[src/rtl/core_pkg.sv]
// Shared core definitions: scheduler state encoding, fetcher handshake
// constant and per-thread LSU state encodings, plus an LSU busy helper.
package core_pkg;

    typedef enum logic [3:0] {
        S_IDLE    = 4'd0,
        S_FETCH   = 4'd1,
        S_DECODE  = 4'd2,
        S_REQUEST = 4'd3,
        S_WAIT    = 4'd4,
        S_EXECUTE = 4'd5,
        S_UPDATE  = 4'd6,
        S_DONE    = 4'd7,
        S_SELECT  = 4'd8
    } core_state_e;

    localparam logic [2:0] FETCHED = 3'b010;

    localparam logic [1:0] LSU_IDLE       = 2'b00;
    localparam logic [1:0] LSU_REQUESTING = 2'b01;
    localparam logic [1:0] LSU_WAITING    = 2'b10;
    localparam logic [1:0] LSU_DONE       = 2'b11;

    function automatic logic lsu_busy(input logic [1:0] s);
        logic b;
        b = 1'b0;
        case (s)
            LSU_REQUESTING, LSU_WAITING: b = 1'b1;
            LSU_IDLE, LSU_DONE:          b = 1'b0;
            default:                     b = 1'b0;
        endcase
        return b;
    endfunction

endpackage

[src/rtl/warp_scheduler_if.sv]
// Scheduler bus: block control, fetch/decode/LSU status in, state out.
// master = core/testbench side, slave = warp_scheduler.
interface warp_scheduler_if #(
    parameter int THREADS_PER_BLOCK = 4,
    parameter int PC_BITS           = 8
);
    localparam int CW = $clog2(THREADS_PER_BLOCK) + 1;

    logic                                 start;
    logic [CW-1:0]                        thread_count;
    logic [2:0]                           fetcher_state;
    logic                                 decoded_mem_read_enable;
    logic                                 decoded_mem_write_enable;
    logic                                 decoded_ret;
    logic [2*THREADS_PER_BLOCK-1:0]       lsu_state;
    logic [PC_BITS*THREADS_PER_BLOCK-1:0] next_pc;
    logic [3:0]                           core_state;
    logic [PC_BITS-1:0]                   current_pc;
    logic [THREADS_PER_BLOCK-1:0]         thread_mask;
    logic                                 done;

    modport master (
        output start, thread_count, fetcher_state,
        output decoded_mem_read_enable, decoded_mem_write_enable,
        output decoded_ret, lsu_state, next_pc,
        input  core_state, current_pc, thread_mask, done
    );

    modport slave (
        input  start, thread_count, fetcher_state,
        input  decoded_mem_read_enable, decoded_mem_write_enable,
        input  decoded_ret, lsu_state, next_pc,
        output core_state, current_pc, thread_mask, done
    );

endinterface

[src/rtl/warp_scheduler_pc_min_select.sv]
// pc_min_select: combinational minimum-PC search over active threads.
// Ports: i_active (thread mask), i_pcs (packed PCs) -> min_pc, match_mask.
module pc_min_select #(
    parameter int THREADS_PER_BLOCK = 4,
    parameter int PC_BITS           = 8
) (
    input  logic [THREADS_PER_BLOCK-1:0]         i_active,
    input  logic [THREADS_PER_BLOCK*PC_BITS-1:0] i_pcs,
    output logic [PC_BITS-1:0]                   min_pc,
    output logic [THREADS_PER_BLOCK-1:0]         match_mask
);
    logic w_found;

    always_comb begin
        w_found    = 1'b0;
        min_pc     = '0;
        match_mask = '0;
        for (int i = 0; i < THREADS_PER_BLOCK; i++) begin
            if (i_active[i] &&
                (!w_found || i_pcs[i*PC_BITS +: PC_BITS] < min_pc)) begin
                min_pc  = i_pcs[i*PC_BITS +: PC_BITS];
                w_found = 1'b1;
            end
        end
        for (int i = 0; i < THREADS_PER_BLOCK; i++) begin
            match_mask[i] = i_active[i] &&
                            (i_pcs[i*PC_BITS +: PC_BITS] == min_pc);
        end
    end

endmodule

[src/rtl/warp_scheduler.sv]
// warp_scheduler: per-core block scheduler FSM (fetch/decode/mem/update).
// Ports: clk, reset (async active-low), bus (warp_scheduler_if.slave).
// Macro WARP_DIVERGENCE_EN: per-thread PCs with min-PC reconvergence.
module warp_scheduler
    import core_pkg::*;
#(
    parameter int THREADS_PER_BLOCK = 4,
    parameter int PC_BITS           = 8
) (
    input  logic                 clk,
    input  logic                 reset,
    warp_scheduler_if.slave      bus
);
    localparam int T = THREADS_PER_BLOCK;

    core_state_e        r_state;
    logic [T-1:0]       r_enabled;
    logic [T-1:0]       r_mask;
    logic [PC_BITS-1:0] r_current_pc;

    logic [T-1:0]       w_en_new;
    logic               w_busy;
    logic [T-1:0]       w_active;
    logic [PC_BITS-1:0] w_min_pc;
    logic [T-1:0]       w_match;
    logic               w_unused_mem;

    // memory enables do not alter the fixed REQUEST/WAIT sequence
    assign w_unused_mem = bus.decoded_mem_read_enable ^
                          bus.decoded_mem_write_enable;

`ifdef WARP_DIVERGENCE_EN
    logic [T-1:0][PC_BITS-1:0] r_pc;
    logic [T-1:0]              r_retired;
    logic [T-1:0]              w_retired_nxt;

    assign w_active      = r_enabled & ~r_retired;
    assign w_retired_nxt = r_retired | (bus.decoded_ret ? r_mask : '0);

    pc_min_select #(
        .THREADS_PER_BLOCK (T),
        .PC_BITS           (PC_BITS)
    ) u_min (
        .i_active   (w_active),
        .i_pcs      (r_pc),
        .min_pc     (w_min_pc),
        .match_mask (w_match)
    );
`else
    // one-hot lowest enabled thread: its next_pc drives the shared PC
    assign w_active = r_enabled & (~r_enabled + T'(1));

    pc_min_select #(
        .THREADS_PER_BLOCK (T),
        .PC_BITS           (PC_BITS)
    ) u_min (
        .i_active   (w_active),
        .i_pcs      (bus.next_pc),
        .min_pc     (w_min_pc),
        .match_mask (w_match)
    );
`endif

    always_comb begin
        w_en_new = '0;
        for (int i = 0; i < T; i++) begin
            w_en_new[i] = (i < int'(bus.thread_count));
        end
    end

    // only masked threads can stall WAIT
    always_comb begin
        w_busy = 1'b0;
        for (int i = 0; i < T; i++) begin
            if (r_mask[i] && lsu_busy(bus.lsu_state[2*i +: 2])) begin
                w_busy = 1'b1;
            end
        end
    end

    always_ff @(posedge clk or negedge reset) begin
        if (!reset) begin
            r_state      <= S_IDLE;
            r_enabled    <= '0;
            r_mask       <= '0;
            r_current_pc <= '0;
`ifdef WARP_DIVERGENCE_EN
            r_pc         <= '0;
            r_retired    <= '0;
`endif
        end else begin
            unique case (r_state)
                S_IDLE: begin
                    if (bus.start) begin
                        r_enabled    <= w_en_new;
                        r_current_pc <= '0;
                        r_mask       <= '0;
`ifdef WARP_DIVERGENCE_EN
                        r_pc         <= '0;
                        r_retired    <= '0;
`endif
                        r_state <= (w_en_new == '0) ? S_DONE : S_SELECT;
                    end
                end
                S_SELECT: begin
`ifdef WARP_DIVERGENCE_EN
                    r_current_pc <= w_min_pc;
                    r_mask       <= w_match;
`else
                    r_mask       <= r_enabled;
`endif
                    r_state <= S_FETCH;
                end
                S_FETCH: begin
                    if (bus.fetcher_state == FETCHED) begin
                        r_state <= S_DECODE;
                    end
                end
                S_DECODE:  r_state <= S_REQUEST;
                S_REQUEST: r_state <= S_WAIT;
                S_WAIT: begin
                    if (!w_busy) begin
                        r_state <= S_EXECUTE;
                    end
                end
                S_EXECUTE: r_state <= S_UPDATE;
                S_UPDATE: begin
`ifdef WARP_DIVERGENCE_EN
                    for (int i = 0; i < T; i++) begin
                        if (r_mask[i] && !bus.decoded_ret) begin
                            r_pc[i] <= bus.next_pc[i*PC_BITS +: PC_BITS];
                        end
                    end
                    r_retired <= w_retired_nxt;
                    if ((w_retired_nxt & r_enabled) == r_enabled) begin
                        r_state <= S_DONE;
                        r_mask  <= '0;
                    end else begin
                        r_state <= S_SELECT;
                    end
`else
                    if (|w_match) begin
                        r_current_pc <= w_min_pc;
                    end
                    if (bus.decoded_ret) begin
                        r_state <= S_DONE;
                        r_mask  <= '0;
                    end else begin
                        r_state <= S_FETCH;
                    end
`endif
                end
                S_DONE: r_state <= S_DONE;
                default: r_state <= S_IDLE;
            endcase
        end
    end

    assign bus.core_state  = r_state;
    assign bus.current_pc  = r_current_pc;
    assign bus.thread_mask = r_mask;
    assign bus.done        = (r_state == S_DONE);

endmodule

[src/flat_wrapper.sv]
// flat-port wrapper written by rule: the top's interface ports become plain ports
module warp_scheduler_flat import core_pkg::*;
#(
    parameter int THREADS_PER_BLOCK = 4,
    parameter int PC_BITS           = 8
)
  (clk, reset, bus_start, bus_thread_count, bus_fetcher_state, bus_decoded_mem_read_enable, bus_decoded_mem_write_enable, bus_decoded_ret, bus_lsu_state, bus_next_pc, bus_core_state, bus_current_pc, bus_thread_mask, bus_done);
  warp_scheduler_if #(.THREADS_PER_BLOCK(THREADS_PER_BLOCK), .PC_BITS(PC_BITS)) bus_i ();
  input  logic clk;
  input  logic reset;
  input wire logic [$bits(bus_i.start)-1:0] bus_start;
  input wire logic [$bits(bus_i.thread_count)-1:0] bus_thread_count;
  input wire logic [$bits(bus_i.fetcher_state)-1:0] bus_fetcher_state;
  input wire logic [$bits(bus_i.decoded_mem_read_enable)-1:0] bus_decoded_mem_read_enable;
  input wire logic [$bits(bus_i.decoded_mem_write_enable)-1:0] bus_decoded_mem_write_enable;
  input wire logic [$bits(bus_i.decoded_ret)-1:0] bus_decoded_ret;
  input wire logic [$bits(bus_i.lsu_state)-1:0] bus_lsu_state;
  input wire logic [$bits(bus_i.next_pc)-1:0] bus_next_pc;
  output wire logic [$bits(bus_i.core_state)-1:0] bus_core_state;
  output wire logic [$bits(bus_i.current_pc)-1:0] bus_current_pc;
  output wire logic [$bits(bus_i.thread_mask)-1:0] bus_thread_mask;
  output wire logic [$bits(bus_i.done)-1:0] bus_done;
  assign bus_i.start = bus_start;
  assign bus_i.thread_count = bus_thread_count;
  assign bus_i.fetcher_state = bus_fetcher_state;
  assign bus_i.decoded_mem_read_enable = bus_decoded_mem_read_enable;
  assign bus_i.decoded_mem_write_enable = bus_decoded_mem_write_enable;
  assign bus_i.decoded_ret = bus_decoded_ret;
  assign bus_i.lsu_state = bus_lsu_state;
  assign bus_i.next_pc = bus_next_pc;
  assign bus_core_state = bus_i.core_state;
  assign bus_current_pc = bus_i.current_pc;
  assign bus_thread_mask = bus_i.thread_mask;
  assign bus_done = bus_i.done;
  warp_scheduler #(.THREADS_PER_BLOCK(THREADS_PER_BLOCK), .PC_BITS(PC_BITS)) u_core (.clk(clk), .reset(reset), .bus(bus_i));
endmodule
[config.mk]
export PLATFORM = sky130hd
export DESIGN_NAME = warp_scheduler_flat
export DESIGN_NICKNAME = d
export VERILOG_FILES = /design/src/rtl/core_pkg.sv /design/src/rtl/warp_scheduler_if.sv /design/src/rtl/warp_scheduler_pc_min_select.sv /design/src/rtl/warp_scheduler.sv /design/src/flat_wrapper.sv
export SDC_FILE = /design/constraint.sdc
export NUM_CORES = 1
export LEC_CHECK = 0
export CORE_MARGIN = 2
export CORE_UTILIZATION = 40
export DETAILED_ROUTE_END_ITERATION = 7
export GPL_ROUTABILITY_DRIVEN = 1
export HOLD_SLACK_MARGIN = 0.15
export PLACE_DENSITY = 0.81
export SETUP_SLACK_MARGIN = 0.15
export SLEW_MARGIN = 30
export SYNTH_ARGS = -nofsm -noshare
export SYNTH_HDL_FRONTEND = slang
export SYNTH_SLANG_ARGS = --single-unit
[constraint.sdc]
create_clock -name clk -period 4.7 [get_ports clk]
set_input_delay 0.94 -clock clk [delete_from_list [all_inputs] [get_ports clk]]
set_output_delay 0.94 -clock clk [all_outputs]
set_load 0.01 [all_outputs]
# Yosys cells after proc, flatten, opt, wreduce, memory -nomap -nowiden
# Cells that the tools add are included.
[totals]
inputBits = 52
regBits = 20
wordCells = 109
[classes]
eq_ne = 30
n_mux = 27
reduce_logical = 38
addsub = 1
magnitude_cmp = 7
n_bitwise = 2
[op_table]
columns = ["op", "n"]
rows = [
  ["2-to-1 mux 8 bit", 6],
  ["one-hot mux 4 bit (9 select lines)", 1],
  ["equality test 8 bit", 4],
  ["< comparator 8 bit", 3],
  ["2-to-1 mux 4 bit", 6],
  ["equality test 2 bit (second input constant)", 8],
  ["equality test 4 x 3 -> 1 bit (second input constant)", 4],
  ["one-hot mux 8 bit (2 select lines)", 1],
  ["OR reduction 2 bit", 8],
  ["one-hot mux 4 bit (3 select lines)", 1],
  ["logical AND 1 bit", 11],
  ["AND reduction 3 bit", 3],
  ["equality test 2 x 1 -> 1 bit (second input constant)", 4],
  ["equality test 4 x 2 -> 1 bit (second input constant)", 2],
  ["zero test 2 bit", 4],
  ["zero test 4 bit", 2],
  ["one-hot mux 1 bit (2 select lines)", 4],
  ["2-to-1 mux 1 bit", 7],
  ["< comparator 1 x 3 -> 1 bit (first input constant)", 2],
  ["< comparator 2 x 3 -> 1 bit (first input constant)", 2],
  ["inequality test 2 bit (second input constant)", 3],
  ["adder 4 x 1 -> 4 bit (second input constant)", 1],
  ["bitwise AND 4 bit", 1],
  ["equality test 4 x 1 -> 1 bit (second input constant)", 1],
  ["other kinds (11)", 16],
]

# Longest topological paths before layout
# Gate-level depths: netlist of run 1.
[depth]
ltp_word = 21
ltp_mapped = 7
mapped_depth_nobuf = 4

# Modules after synthesis
# Synthesis of run 1 repeated with hierarchy kept, for this count alone.
[hier_totals]
cells_unflattened = 325
hier_area_um2 = 2723.9
[modules_own_cells]
columns = ["module", "seq_area_each_um2", "n_inst", "cells_each", "area_per_inst_um2"]
rows = [
  ["pc_min_select", 0.0, 1, 220, 1644.1],
  ["warp_scheduler", 500.5, 1, 105, 1079.8],
]

# Worst setup path after synthesis of run 1
# OpenSTA, ideal clock, no wires.
[synth_path]
path_kind = "register to output"
from = "reg u_core.r_state[0], in the netlist u_core.bus.core_state[0]"
to = "out bus_done"
path_stages_with_launch = 4
t_arrival_ps = 975
required_ps = 3760
slack_ps = 2785
n_path_buf = 1
cell_sequence = "dfrtp_1 > clkbuf_1 > nand2_1 > nor2_1"
[synth_between]
elab_chain_len = 1
[synth_rtl]
columns = ["element", "line_no", "rtl"]
rows = [
  ["from (decl)", "warp_scheduler.sv:16", "core_state_e r_state;"],
  ["from (signal assigned)", "warp_scheduler.sv:102", "r_state <= (w_en_new == '0) ? S_DONE : S_SELECT;"],
  ["equality test 4 x 3 -> 1 bit", "warp_scheduler.sv:162", "assign bus.done = (r_state == S_DONE);"],
  ["to (decl)", "flat_wrapper.sv:22", "output wire logic [$bits(bus_i.done)-1:0] bus_done;"],
]
# No other way between the ends.

# Final worst setup path of run 1
[layout_path]
from = "reg u_core.r_state[2], in the netlist u_core.bus.core_state[2]"
to = "out bus_done"
# Same word-level chain as after synthesis.

==> results of run 1 <==
-- worst max path at each step --
stage	slack (ps)	depth (start not counted)	start	end
after floorplan	2790	3	u_core.bus.core_state[0]	bus_done
after CTS	2030	3	u_core.bus.core_state[2]	bus_done
after detailed placement	2170	5	bus_thread_count[2]	u_core.bus.core_state[0]
final	2010	3	u_core.bus.core_state[2]	bus_done
after global routing	1920	3	u_core.bus.core_state[2]	bus_done
after global placement	2240	5	bus_thread_count[2]	u_core.bus.core_state[0]
-- metal layers --
metal  track usage (%)  up-vias
met5                 0        -
li1                  -      655
met1              27.6      627
met4              6.38        0
met3              2.07        6
met2              33.2       27
-- stage by stage --
| step | util (%) | worst slack (ps) |
|---|---|---|
| 2_1_floorplan | - | 2790 |
| 3_3_place_gp | 64.0 | 2240 |
| 3_5_place_dp | 64.0 | 2170 |
| 4_1_cts | 64.7 | 2030 |
| 5_1_grt | 64.6 | 1920 |
| 6_report | 64.6 | 2010 |
-- worst max-delay path, cell delays in order (launching register included) --
cell and delay [ps]:
dfrtp_1 670, nand2b_4 100, nor2_1 130, clkdlybuf4s50_1 550
-- power by group through the flow --
stage / Clock [µW] / Sequential, µW / Combinational [µW]
6_report: 82.0 / 389 / 517
3_5_place_dp: 0 / 391 / 518
4_1_cts: 83.6 / 388 / 520
2_1_floorplan: 0 / 328 / 368
5_1_grt: 89.9 / 408 / 567
3_3_place_gp: 0 / 383 / 503
-- area by class of cell --
type / instances / area (µm²) / area share, %
repair buffers: 66 / 656 / 32.7
well taps: 44 / 55.1 / 2.75
multi-input cells: 109 / 762 / 38.0
flip-flops and latches: 20 / 500 / 25.0
inverters: 2 / 7.51 / 0.375
clock buffers: 3 / 22.5 / 1.12
-- sequential cells by signal (all words and copies together) (netlist names) --
name                    flops
u_core.bus.core_state       4
u_core.bus.current_pc       8
u_core.bus.thread_mask      4
u_core.r_enabled            4
-- logic make-up (layout without fill, tap and decap cells) --
| family | Yosys count | after routing | share of synthesized area [%] |
|---|---|---|---|
| and+or+nand+nor | 59 | 59 | 30.1 |
| AOI/OAI and AO/OA | 45 | 45 | 23.5 |
| DFF | 20 | 20 | 37.5 |
| buffers and inverters | 14 | 71 | 5.44 |
| xor gates and xnor gates | 4 | 4 | 2.62 |
| muxes | 1 | 1 | 0.843 |
-- cells in the mapped netlist, types with 2 or more instances --
cell      instances  area share, %
o21ai_1           7            2.6
a22o_1            4            2.6
nand2b_1          3            1.4
or3_1             2           0.94
clkbuf_1          6            1.7
a21boi_0          3            1.7
nand3_1           8            3.0
o21ai_0           4            1.5
inv_1             2           0.56
nand2_1           6            1.7
a22oi_1           2            1.1
and3b_1           7            4.6
nor2_1            7            2.0
xor2_1            4            2.6
dfrtp_1          20             37
or4b_1            8            6.0
a221oi_1          2            1.3
a21o_1            2            1.1
o31ai_1           7            3.9
a21oi_1           3            1.1
a21boi_1          4            2.2
buf_6             2            1.7
nor4_1            3            1.4
and2_1            7            3.3
buf_2             3            1.1
==> metrics.yaml, run 1 <==
clocking:
  clockBufferDepth: 2
  numCtsBuffers: 3
  cts_tree: "done"
  clock_latency_ps: 300
  cts.htree.levels: 1
  cts.clk_slew.worst_paths_ps: 110
  postCtsHoldBufs: 0
  cts_root_buf: "clkbuf_4"
  clock-sinks: 20
  cts_setup_buffers: 0
  ctsResizeCount: 0
floorplanning:
  start_util_pct: 43.0
  num_rows: 20
  ios: 69
  die-area_um2: 3820
  die_h_um: 61.8
  die_x_um: 61.8
  core_um2: 3100
worst_setup_path:
  crit_fanout: 15
  criticalPathCategory: "reg2out"
  reg2reg_slack_ps: 2630
  cp.arrival_ps: 1750
  reg2reg_to: "u_core.bus.current_pc[1]"
  crit_path_end_kind: "primary output"
  start_kind: "register"
  reg2reg_depth: 4
  rr_startpoint: "u_core.r_enabled[0]"
  critPathRequiredTime_ps: 3760
synthesis:
  synth_fp_nets: 195
  ys_warn_count: 0
  yosys_most_used_dff: "dfrtp_1"
  synth-seq-area-share_pct: 37.5
  syn_inst: 143
  ys_types: 42
  syn_area_um2: 1340
  synth_area_per_cell_um2: 9.34
  synth_edf_count: 0
  ys_ff_latch: 20
  async_reset_ff_share_pct: 100
placement:
  port-buffer-count: 66
  gp_congestion: 0.756
  dp.cells: 241
  dp_hpwl_um: 2940
  place_area_um2: 1990
drt:
  drt_iter0_markers: 52
  routed_wl_um: 3770
  num_vias: 1315
  wl_met3_um: 84
  drtAntennaViolNets: 0
  via_per_inst: 5.39
  top_layer: "met4"
  drc: 0
  met2_length_um: 2020
  wl_met1_um: 1610
  post_drt_wl_per_cell_um: 15.5
  drtPass1Iterations: 4
sta:
  finalMaxSlewViolations: 0
  tns_ps: 0
  slew_headroom_pct: 53.5
  final.min_clock_period_ps: 2690
  tightest_slew_ps: 688
  grt_setup_unrepaired: "no"
  holdWs_ps: 515
  setup_viol: 0
  skew_ps: 5.48
  max_freq_mhz: 372
  fin_crit_sh_pct: 57.2
  hold_viol_final: 0
grt:
  grt_max_degree: 29
  grt_pass1_wl_um: 5680
  antenna_found_initial: 0
  grt_use_total_pct: 20.1
  overflow: 0
  grt_pass1_vias: 1206
min_path:
  min_to: "u_core.bus.current_pc[0]"
  hold_path_class: "reg2reg"
  hold_depth: 2
  min_from: "u_core.bus.current_pc[0]"
power_and_ir_drop:
  pwr-share-seq_pct: 39.3
  combinationalPowerShare_pct: 52.4
  p_sw_share_pct: 41.0
  p_per_area_nw_per_um2: 493
  power_uw: 988
  p_int_uw: 583
  p_switching_uw: 405
  ir_drop_v: 0.000310
  power.share.clock_pct: 8.3
  power_leakage_uw: 0.000809
finish:
  layout_commonest_cell: "clkdlybuf4s50_1"
  antenna_cells: 0
  fin_cells: 244
  layout_common_cells: "clkdlybuf4s50_1 (65), dfrtp_1 (20), or4b_1 (8), nand3_1 (8)"
  final_cell_area_um2: 2000
  drive_gt1_share_pct: 4.50
  finalNetCount: 254
  fillCellCount: 282
  area_delta_synth_final_pct: 50.0
job:
  cap_violations: 0
run_status:
  status: "finished clean"
Note: power is estimated with default switching activity, not from simulation.
==> inputs of run 2 (changes only) <==
- clock period: 4.7 -> 2.74 ns (I/O delays scaled with it)
==> run 2 against run 1 <==
Clock power increased by 100%. Routed wire length shrank 1.2%. Die area unchanged. Largest cell class unchanged. Core utilization grew 0.69 points.
==> metrics.yaml, run 2 (same netlist as run 1, synthesis figures left out) <==
grt:
  grt_pass1_wl_um: 5580  # -1.7%
  antenna_found_initial: 0  # unchanged
  grt_use_total_pct: 20.1  # about the same
  grt_pass1_vias: 1200  # -0.50%
  grt_max_degree: 28  # -3.4%
  overflow: 0  # unchanged
floorplanning:
  start_util_pct: 43.0  # unchanged
  ios: 69  # unchanged
  core_um2: 3100  # unchanged
  num_rows: 20  # unchanged
  die_x_um: 61.8  # unchanged
  die-area_um2: 3820  # unchanged
  die_h_um: 61.8  # unchanged
finish:
  antenna_cells: 0  # unchanged
  area_delta_synth_final_pct: 51.6
  layout_commonest_cell: "clkdlybuf4s50_1"
  layout_common_cells: "clkdlybuf4s50_1 (65), dfrtp_1 (20), or4b_1 (8), nand3_1 (8)"
  largest_reg_flops: 8  # unchanged
  drive_gt1_share_pct: 5.45  # +0.95 points
  finalNetCount: 255  # +0.39%
  fillCellCount: 273  # -3.2%
  fin_cells: 246  # +0.82%
drt:
  routed_wl_um: 3730  # -1.2%
  drc: 0  # unchanged
  num_vias: 1321  # +0.46%
  drtPass1Iterations: 4  # unchanged
  via_per_inst: 5.37  # -0.36%
  drtAntennaViolNets: 0  # unchanged
  drt_iter0_markers: 81  # +56%
  post_drt_wl_per_cell_um: 15.1  # -2.0%
clocking:
  cts_root_buf: "clkbuf_4"
  cts.htree.levels: 1  # unchanged
  numCtsBuffers: 3  # unchanged
  ctsResizeCount: 0  # unchanged
  cts_tree: "done"
  clock_latency_ps: 290  # about the same
  cts_setup_buffers: 0  # unchanged
  clockBufferDepth: 2  # unchanged
  postCtsHoldBufs: 0  # unchanged
  clock-sinks: 20  # unchanged
  cts.clk_slew.worst_paths_ps: 100  # about the same
sta:
  fin_crit_sh_pct: 82.9
  tightest_slew_ps: 689  # +1.88 ps
  final.min_clock_period_ps: 2270
  hold_viol_final: 0  # unchanged
  slew_headroom_pct: 53.4  # -0.13 points
  tns_ps: 0  # unchanged
  skew_ps: 1.43  # -4.05 ps
  max_freq_mhz: 440
  grt_setup_unrepaired: "no"
  finalMaxSlewViolations: 0  # unchanged
  setup_viol: 0  # unchanged
worst_setup_path:
  crit_path_end_kind: "primary output"
  startpoint: "u_core.bus.core_state[2]"
  start_kind: "register"
  reg2reg_slack_ps: 750  # -1880 ps
  crit_fanout: 15  # unchanged
  rr_startpoint: "u_core.r_enabled[1]"
  cp.arrival_ps: 1720  # -30 ps
  cp-endpoint: "bus_done"
  reg2reg_to: "u_core.bus.current_pc[1]"
  criticalPathCategory: "reg2out"
  critPathRequiredTime_ps: 2190  # -1570 ps
  reg2reg_depth: 4  # unchanged
placement:
  gp_congestion: 0.748  # -1.0%
  port-buffer-count: 66  # unchanged
  dp_hpwl_um: 2990  # +1.6%
  dp.cells: 242  # +0.41%
run_status:
  status: "finished clean"
min_path:
  hold_path_class: "in2async"
power_and_ir_drop:
  ir_drop_v: 0.000480  # +55%
  power_uw: 1730  # +75%
  p_per_area_nw_per_um2: 854  # +73%
  power_leakage_uw: 0.000821  # +1.5%
job:
  cap_violations: 0  # unchanged
-- run 2: cell types whose count changed in the layout (fill, tap and decap cells not counted), sizes merged --
cell	delta
buf	+1
clkbuf	+1
-- run 2: how the worst min path moves through the flow --
stage,startpoint,endpoint,cells past startpoint
floorplan,reset,u_core.bus.core_state[0],0
global placement,u_core.bus.current_pc[4],u_core.bus.current_pc[4],2
detailed placement,u_core.bus.current_pc[7],u_core.bus.current_pc[7],2
CTS,u_core.bus.current_pc[7],u_core.bus.current_pc[7],2
global route,reset,u_core.bus.thread_mask[3],1
finish,reset,u_core.bus.thread_mask[2],1
-- run 2: metrics by stage --
| step | util (%) | hold WS (ps) | setup slack [ps] | cell area (µm²) |
|---|---|---|---|---|
| floorplan | - | 252 | 1110 | 1340 |
| global placement | 64.2 | 486 | 677 | 1990 |
| detailed placement | 64.2 | 496 | 624 | 1990 |
| CTS | 65.4 | 521 | 468 | 2030 |
| global route | 65.2 | 200 | 366 | 2020 |
| finish | 65.2 | 184 | 468 | 2020 |
-- run 2: metal layers --
metal | vias up | wire length (µm) | track usage, %
met5 | - | 0 | 0
met4 | 0 | 106 | 7.60
met3 | 8 | 141 | 3.52
met2 | 36 | 1950 | 33.7
met1 | 617 | 1530 | 25.8
li1 | 660 | - | -
-- run 2: cell type report --
class / instances / area (µm²) / share of cell area (%)
sequential: 20 / 500 / 24.7
clock buffer: 4 / 36.3 / 1.79
timing repair buffer: 67 / 663 / 32.8
inverter: 2 / 7.51 / 0.371
multi-input combinational: 109 / 762 / 37.6
tap: 44 / 55.1 / 2.72
-- run 2: power breakdown --
group	total, µW	internal, µW	leakage, µW	switching, µW
registers	620	422	0.000262	198
clock network	165	81.0	0.0000210	83.6
logic	945	536	0.000538	409
total	1730	1040	0.000821	690
-- run 2: worst max-delay path, cell delays in order (launching register included) --
cell	delay, ps
dfrtp_1	670
nand2b_4	100
nor2_1	120
clkdlybuf4s50_1	540
